<file path="config.mk">
export PLATFORM = sky130hd
export DESIGN_NAME = dmem_port_arbiter
export DESIGN_NICKNAME = d
export VERILOG_FILES = /design/src/rtl/dmem_port_arbiter.sv
export SDC_FILE = /design/constraint.sdc
export NUM_CORES = 1
export LEC_CHECK = 0
export ABC_AREA = 1
export CORE_AREA = 2 2 608 610
export DETAILED_ROUTE_END_ITERATION = 10
export DIE_AREA = 0 0 610 612
export GPL_TIMING_DRIVEN = 0
export SLEW_MARGIN = 25
export SYNTH_ARGS = -nofsm -noshare
export SYNTH_HDL_FRONTEND = slang
export SYNTH_SLANG_ARGS = --single-unit
</file>
<file path="constraint.sdc">
create_clock -name clk -period 2.1 [get_ports clk]
set_clock_uncertainty 0.05 [all_clocks]
set_input_delay 0.42 -clock clk [delete_from_list [all_inputs] [get_ports clk]]
set_output_delay 0.42 -clock clk [all_outputs]
set_load 0.02 [all_outputs]
</file>
<file path="src/rtl/dmem_port_arbiter.sv">
// Arbitrates the single-port vector data memory between the core MEM stage and a host/DMA port.
// The core has priority; the host is served when the core idles, or forcibly after starving, for a bounded burst.
module dmem_port_arbiter #(
  parameter int unsigned MEM_WA     = 8,
  parameter int unsigned DSIZE      = 256,
  parameter int unsigned STARVE_MAX = 8,
  parameter int unsigned BURST_MAX  = 4
) (
  input  logic              clk,
  input  logic              rst,
  input  logic              core_req,
  input  logic              core_we,
  input  logic [MEM_WA-1:0] core_addr,
  input  logic [DSIZE-1:0]  core_wdata,
  output logic              core_gnt,
  output logic              core_rvalid,
  output logic [DSIZE-1:0]  core_rdata,
  input  logic              host_req,
  input  logic              host_we,
  input  logic [MEM_WA-1:0] host_addr,
  input  logic [DSIZE-1:0]  host_wdata,
  output logic              host_gnt,
  output logic              host_rvalid,
  output logic [DSIZE-1:0]  host_rdata,
  output logic [MEM_WA-1:0] mem_addr,
  output logic [DSIZE-1:0]  mem_wdata,
  output logic              mem_we,
  input  logic [DSIZE-1:0]  mem_rdata
);

  localparam int unsigned SW = $clog2(STARVE_MAX + 1);
  localparam int unsigned BW = $clog2(BURST_MAX + 1);
  localparam logic [SW-1:0] STARVE_LIM = SW'(STARVE_MAX - 1);
  localparam logic [BW-1:0] BURST_LIM  = BW'(BURST_MAX);

  logic [SW-1:0] starve_cnt, starve_cnt_n;
  logic [BW-1:0] burst_cnt, burst_cnt_n;
  logic          host_last;
  logic          rd_core_q, rd_host_q;
  logic          host_win;

  // Grant decision; nothing is issued while reset is asserted.
  always_comb begin
    host_win = 1'b0;
    core_gnt = 1'b0;
    if (!rst) begin
      host_win = host_req && (!core_req || (starve_cnt == STARVE_LIM) ||
                              (host_last && (burst_cnt < BURST_LIM)));
      core_gnt = core_req && !host_win;
    end
    host_gnt = host_win;
  end

  // Memory request mux: idle cycles present the core's address and data.
  always_comb begin
    mem_addr  = core_addr;
    mem_wdata = core_wdata;
    if (host_gnt) begin
      mem_addr  = host_addr;
      mem_wdata = host_wdata;
    end
    mem_we = (core_gnt && core_we) || (host_gnt && host_we);
  end

  // Return steering; a read pending across reset is dropped.
  always_comb begin
    core_rvalid = rd_core_q && !rst;
    host_rvalid = rd_host_q && !rst;
    core_rdata  = mem_rdata;
    host_rdata  = mem_rdata;
  end

  // Starvation and burst counter updates.
  always_comb begin
    starve_cnt_n = '0;
    burst_cnt_n  = '0;
    if (host_req && !host_gnt) begin
      starve_cnt_n = (starve_cnt == STARVE_LIM) ? starve_cnt : starve_cnt + SW'(1);
    end
    if (host_gnt) begin
      if (!host_last) begin
        burst_cnt_n = BW'(1);
      end else begin
        burst_cnt_n = (burst_cnt == BURST_LIM) ? burst_cnt : burst_cnt + BW'(1);
      end
    end
  end

  always_ff @(posedge clk) begin
    if (rst) begin
      starve_cnt <= '0;
      burst_cnt  <= '0;
      host_last  <= 1'b0;
      rd_core_q  <= 1'b0;
      rd_host_q  <= 1'b0;
    end else begin
      starve_cnt <= starve_cnt_n;
      burst_cnt  <= burst_cnt_n;
      host_last  <= host_gnt;
      rd_core_q  <= core_gnt && !core_we;
      rd_host_q  <= host_gnt && !host_we;
    end
  end

endmodule

</file>
# Yosys cells after proc, flatten, opt, wreduce, memory -nomap -nowiden

Cells that the tools add are included.

Logic and storage cells: 43
Input port bits: 790
Flip-flop bits (word level): 10

Reductions and logical operators: 22
Magnitude comparators: 1
$add $sub $neg: 2
Eq/ne operators: 3
Multiplexer cells: 6
Bitwise logic cells: 3

Operators by type and width:

| kind                                                            | count |
|---|---|
| 256-bit 2-to-1 mux                                              | 1 |
| 1-bit logical AND                                               | 10 |
| 8-bit 2-to-1 mux                                                | 1 |
| 1-bit logical NOT                                               | 6 |
| 4-bit by 1-bit adder with 4-bit output, second input constant   | 1 |
| 4-bit by 3-bit == test with 1-bit output, second input constant | 1 |
| 1-bit 2-to-1 mux                                                | 4 |
| 2-bit OR reduction                                              | 2 |
| 3-bit by 1-bit adder with 3-bit output, second input constant   | 1 |
| 3-bit == test, second input constant                            | 1 |
| 1-bit logical OR                                                | 3 |
| 3-bit less-than comparator, second input constant               | 1 |
| 1-bit inverter                                                  | 3 |
| 3-bit OR reduction                                              | 1 |
| 2-bit != test, second input constant                            | 1 |

# Depth between registers and ports, before layout

Depth in word-level cells: 9
Mapped depth: 9
Mapped depth without buffers: 7

# Worst setup path after synthesis

No wires, ideal clock.

Kind: flip-flop to output port
From: register starve_cnt[0]
To: output port mem_wdata[188]
Setup slack: 213 ps
Stages on the path, launching flop included: 10
Arrival: 1417 ps
Path buffers: 2
Data required time: 1630 ps
Path through: dfxtp_1 -> ha_1 -> nand3_2 -> nand3_2 -> nand2_4 -> inv_4 -> buf_4 -> buf_4 -> nand2_1 -> nand2_1

Longest elaborated chain between the ends: 6

Ends and longest elaborated chain:

| element                                  | RTL line | source |
|---|---|---|
| from (decl)                              | 36       | `logic [SW-1:0] starve_cnt, starve_cnt_n;` |
| from (signal assigned)                   | 97       | `starve_cnt <= starve_cnt_n;` |
| 4-bit by 3-bit == test with 1-bit output | 47       | `host_win = host_req && (!core_req \|\| (starve_cnt == STARVE_LIM) \|\|` |
| 1-bit logical OR (2 in series)           | 47       |  |
| 1-bit logical AND                        | 47       |  |
| 1-bit 2-to-1 mux                         | 46       | `if (!rst) begin` |
| 256-bit 2-to-1 mux                       | 58       | `if (host_gnt) begin` |
| to (decl)                                | 26       | `output logic [DSIZE-1:0] mem_wdata,` |

No other way between the ends.

# Final worst setup path

From: register starve_cnt[1]
To: output port mem_wdata[115]

Same word-level chain as after synthesis.

==> summary.log <==
qor: run_status.outcome finished with violations
qor: run_status.failed_checks setup timing
qor: sta.grt_setup_unrepaired yes
qor: cts.clk_path_buf_depth 2
qor: critical_path.r2r_slack 0.78 ns
qor: place.io_buffers 1314
qor: power.combinationalPowerShare 93.7%
qor: power.power.ir.vdd_worst 0.171 mV
qor: power.lkg_pwr 0.0120 µW
qor: place.place_hpwl 326000 µm
qor: place.globalplace.congestion 1.02
qor: critical_path.crit_path_end_kind primary output
qor: detailed_routing.finalWirelength 341000 µm
qor: worst_hold_path.hold_end starve_cnt[0]
qor: synth.netlist-cell-type-count 19
qor: layout.area_growth_syn_to_layout 294%
qor: cts.cts.reportedPaths.clkPinSlew 0.04 ns
qor: detailed_routing.dr_total_vias 16000
qor: power.switching_share 55.6%
qor: floorplanning.num_io_pins 1571
qor: detailed_routing.highest-signal-layer met5
qor: global_route.grt_antenna_before_repair 304
qor: critical_path.critical_path.reg2reg.endpoint burst_cnt[0]
qor: sta.worst-slew-pin-transition 1.04 ns
qor: synth.synth_seq_cells 10
qor: worst_hold_path.hp-class reg2reg
qor: global_route.grt_max_degree 11
qor: detailed_routing.wirelength_met1 119000 µm
qor: critical_path.timing.critical_path.fanout_max 6
qor: global_route.groute.usage.overall 17.5%
qor: detailed_routing.detailroute.wirelength.met3 62000 µm
qor: synth.synth_simple_gate_area_share 40.4%
qor: sta.setup_viol 270
qor: sta.period_share 131%
qor: layout.design.final.nets 3583
qor: floorplanning.core-area 367000 µm²
qor: cts.htree_levels 1
qor: place.detailedPlace.worstSlack -2.55 ns
qor: detailed_routing.drc_errors 0
qor: run.drv_cap 0
qor: worst_hold_path.hold_depth 1
qor: synth.post_synth_mux_area_share 0%
qor: detailed_routing.ant_nets 0
qor: sta.max-slew-margin-rel 30.5%
qor: floorplanning.fp-row-count 223
qor: sta.layout_setup_ws -0.656 ns
qor: detailed_routing.avgRoutedWirePerCell 44.2 µm
qor: cts.clock_insertion_delay_worst_skew 0.24 ns
qor: cts.cts_buffers 3
qor: detailed_routing.drtIter0Drc 1161
qor: synth.synth_cells 1426
qor: floorplanning.die_area 373000 µm²
qor: power.seq_power_share 2.1%
qor: sta.timing.final.max_slew_violations 0
qor: sta.final_period_minus_worst_setup_slack 2.76 ns
qor: layout.top_library_cells_by_usage_in_the_layout_fill_and_taps_aside sky130_fd_sc_hd__clkdlybuf4s50_1 (1046), sky130_fd_sc_hd__buf_4 (582), sky130_fd_sc_hd__nand2_1 (526), sky130_fd_sc_hd__nand2_2 (138), sky130_fd_sc_hd__buf_6 (119)
qor: synth.synth_top_family_by_area buffers and inverters
qor: layout.drive_above_1_share 41.6%
qor: synth.mappedNetlistNets 2219
qor: critical_path.r2r.worst_path.cells 6
qor: power.clock_power_share 4.2%
qor: critical_path.worstSetupPathType reg2out
qor: detailed_routing.first_pass_iters 5
qor: synth.post_synth_xor_area_fraction 0%
qor: sta.hold_viol_final 0
qor: worst_hold_path.start_point_of_the_worst_min_delay_path starve_cnt[0]
qor: sta.fmaxAchievable 0.363 GHz
qor: detailed_routing.post_drt_via_cell_ratio 2.08
qor: critical_path.cp-start-kind register
qor: global_route.first_global_vias 15000
qor: floorplanning.die_width 610 µm
qor: cts.root_buffer sky130_fd_sc_hd__clkbuf_16
qor: layout.layout.core_utilization 8.29%
qor: cts.cts.sink_count 10
qor: critical_path.r2r-start starve_cnt[1]
qor: power.power.switching 5200 µW
qor: cts.tritoncts built
qor: synth.synth_sequential_area_ratio 2.59%
qor: floorplanning.die_h 612 µm
qor: power.power_density 307 nW/µm²
qor: layout.commonest_non_fill_non_tap_cell_in_the_layout sky130_fd_sc_hd__clkdlybuf4s50_1
qor: synth.yosysWarningCount 0
qor: critical_path.arrival 2.29 ns
qor: critical_path.data_required_time_at_the_worst_endpoint 1.63 ns
qor: floorplanning.initial_core_util 2.11%
qor: global_route.global_route.overflow_total 0
qor: synth.synthesis.area_per_instance 5.42 µm²
qor: synth.syn-cell-area 7730 µm²
qor: detailed_routing.wl_met2 150000 µm
qor: power.internal-power 4140 µW
qor: synth.synth-compound-area-share 0.550%
qor: synth.synth-adder-area-share 0.485%
qor: global_route.wire_length_of_the_first_global_routing_pass 372000 µm
[state kept, by name, indices dropped and copies added, names as in the netlist]
register    flops
rd_core_q       1
rd_host_q       1
starve_cnt      4
burst_cnt       3
host_last       1
[logic make-up after synthesis]
family	Yosys count
and+or+nand+nor	823
adders and majority gates	3
buffers and inverters	582
DFF	10
AOI/OAI and AO/OA	8
[cell usage after synthesis]
| cell | n | area, µm² |
|---|---|---|
| sky130_fd_sc_hd__nand2_1 | 800 | 3000 |
| sky130_fd_sc_hd__buf_4 | 524 | 3930 |
| sky130_fd_sc_hd__buf_2 | 24 | 120 |
| sky130_fd_sc_hd__buf_6 | 18 | 203 |
| sky130_fd_sc_hd__inv_1 | 11 | 41.3 |
| sky130_fd_sc_hd__nor2_1 | 11 | 41.3 |
| sky130_fd_sc_hd__dfxtp_1 | 10 | 200 |
| sky130_fd_sc_hd__nand3_1 | 6 | 30.0 |
| sky130_fd_sc_hd__o21ai_0 | 4 | 20.0 |
| sky130_fd_sc_hd__a21oi_1 | 3 | 15.0 |
| sky130_fd_sc_hd__clkbuf_1 | 3 | 11.3 |
| sky130_fd_sc_hd__ha_1 | 3 | 37.5 |
| sky130_fd_sc_hd__nand3_2 | 2 | 20.0 |
| sky130_fd_sc_hd__nand4_1 | 2 | 12.5 |
| sky130_fd_sc_hd__a21boi_0 | 1 | 7.51 |
| sky130_fd_sc_hd__buf_8 | 1 | 15.0 |
| sky130_fd_sc_hd__inv_4 | 1 | 6.26 |
| sky130_fd_sc_hd__nand2_4 | 1 | 11.3 |
| sky130_fd_sc_hd__nor2_2 | 1 | 6.26 |
[cell type report]
class	count	area [µm²]
Sequential cell	10	205
Inverter	12	61.3
Antenna cell	84	210
Timing Repair Buffer	1359	14100
Clock buffer	4	88.8
Multi-Input combinational cell	834	4880
Tap cell	4837	6050
Buffer	570	4800
Fill cell	43200	337000
[power by group through the flow]
stage | clock [µW] | sequential (µW) | combinational (µW)
after global placement | 0 | 201 | 8110
after floorplan | 0 | 200 | 2530
after detailed placement | 0 | 201 | 8080
after global routing | 398 | 197 | 9170
after CTS | 391 | 198 | 8740
final | 388 | 197 | 8750
[worst max-delay path by stage]
stage / from / end / slack [ns] / cells past startpoint
6_report: starve_cnt[1] / mem_wdata[115] / -0.66 / 13
3_5_place_dp: core_req / mem_wdata[230] / -2.55 / 8
3_3_place_gp: core_req / mem_wdata[230] / -2.57 / 8
2_1_floorplan: starve_cnt[0] / mem_wdata[188] / 0.21 / 9
5_1_grt: starve_cnt[1] / mem_wdata[108] / -0.70 / 12
4_1_cts: starve_cnt[1] / mem_wdata[108] / -0.66 / 12
[stage by stage]
step	instances	TNS, ns	cell area [µm²]	hold slack [ns]	power, µW
6_report	7710	-132.11	30500	0.391	9340
3_5_place_dp	7577	-482.09	26900	0.395	8280
3_3_place_gp	7577	-486.64	26900	0.386	8310
2_1_floorplan	1426	0	7730	0.368	2730
5_1_grt	7671	-155.39	30400	0.417	9770
4_1_cts	7617	-149.02	29600	0.392	9320
[routing by layer]
layer,track usage (%),up-vias
met5,0,-
met4,3.91,130
met3,14.2,502
met2,27.4,1605
met1,18.1,7217
li1,-,6586
[critical path, stage by stage (launching register included)]
cell,delay [ns]
sky130_fd_sc_hd__dfxtp_4,0.36
sky130_fd_sc_hd__ha_4,0.17
sky130_fd_sc_hd__nand3_4,0.09
sky130_fd_sc_hd__nand3_4,0.10
sky130_fd_sc_hd__nand2_8,0.13
sky130_fd_sc_hd__buf_12,0.18
sky130_fd_sc_hd__inv_16,0.07
sky130_fd_sc_hd__buf_16,0.16
sky130_fd_sc_hd__buf_12,0.17
sky130_fd_sc_hd__buf_12,0.15
sky130_fd_sc_hd__buf_4,0.14
sky130_fd_sc_hd__nand2_4,0.05
sky130_fd_sc_hd__nand2_4,0.06
sky130_fd_sc_hd__buf_6,0.14
[what timing repair did]
item,4_1_cts,5_1_grt
hold buffers,0,0
resized for setup,2058,268
cloned,10,3
pin swaps,17,3
setup endpoints to repair,278,279
setup buffers,26,6
No activity file was read; power rests on OpenSTA's default activity.
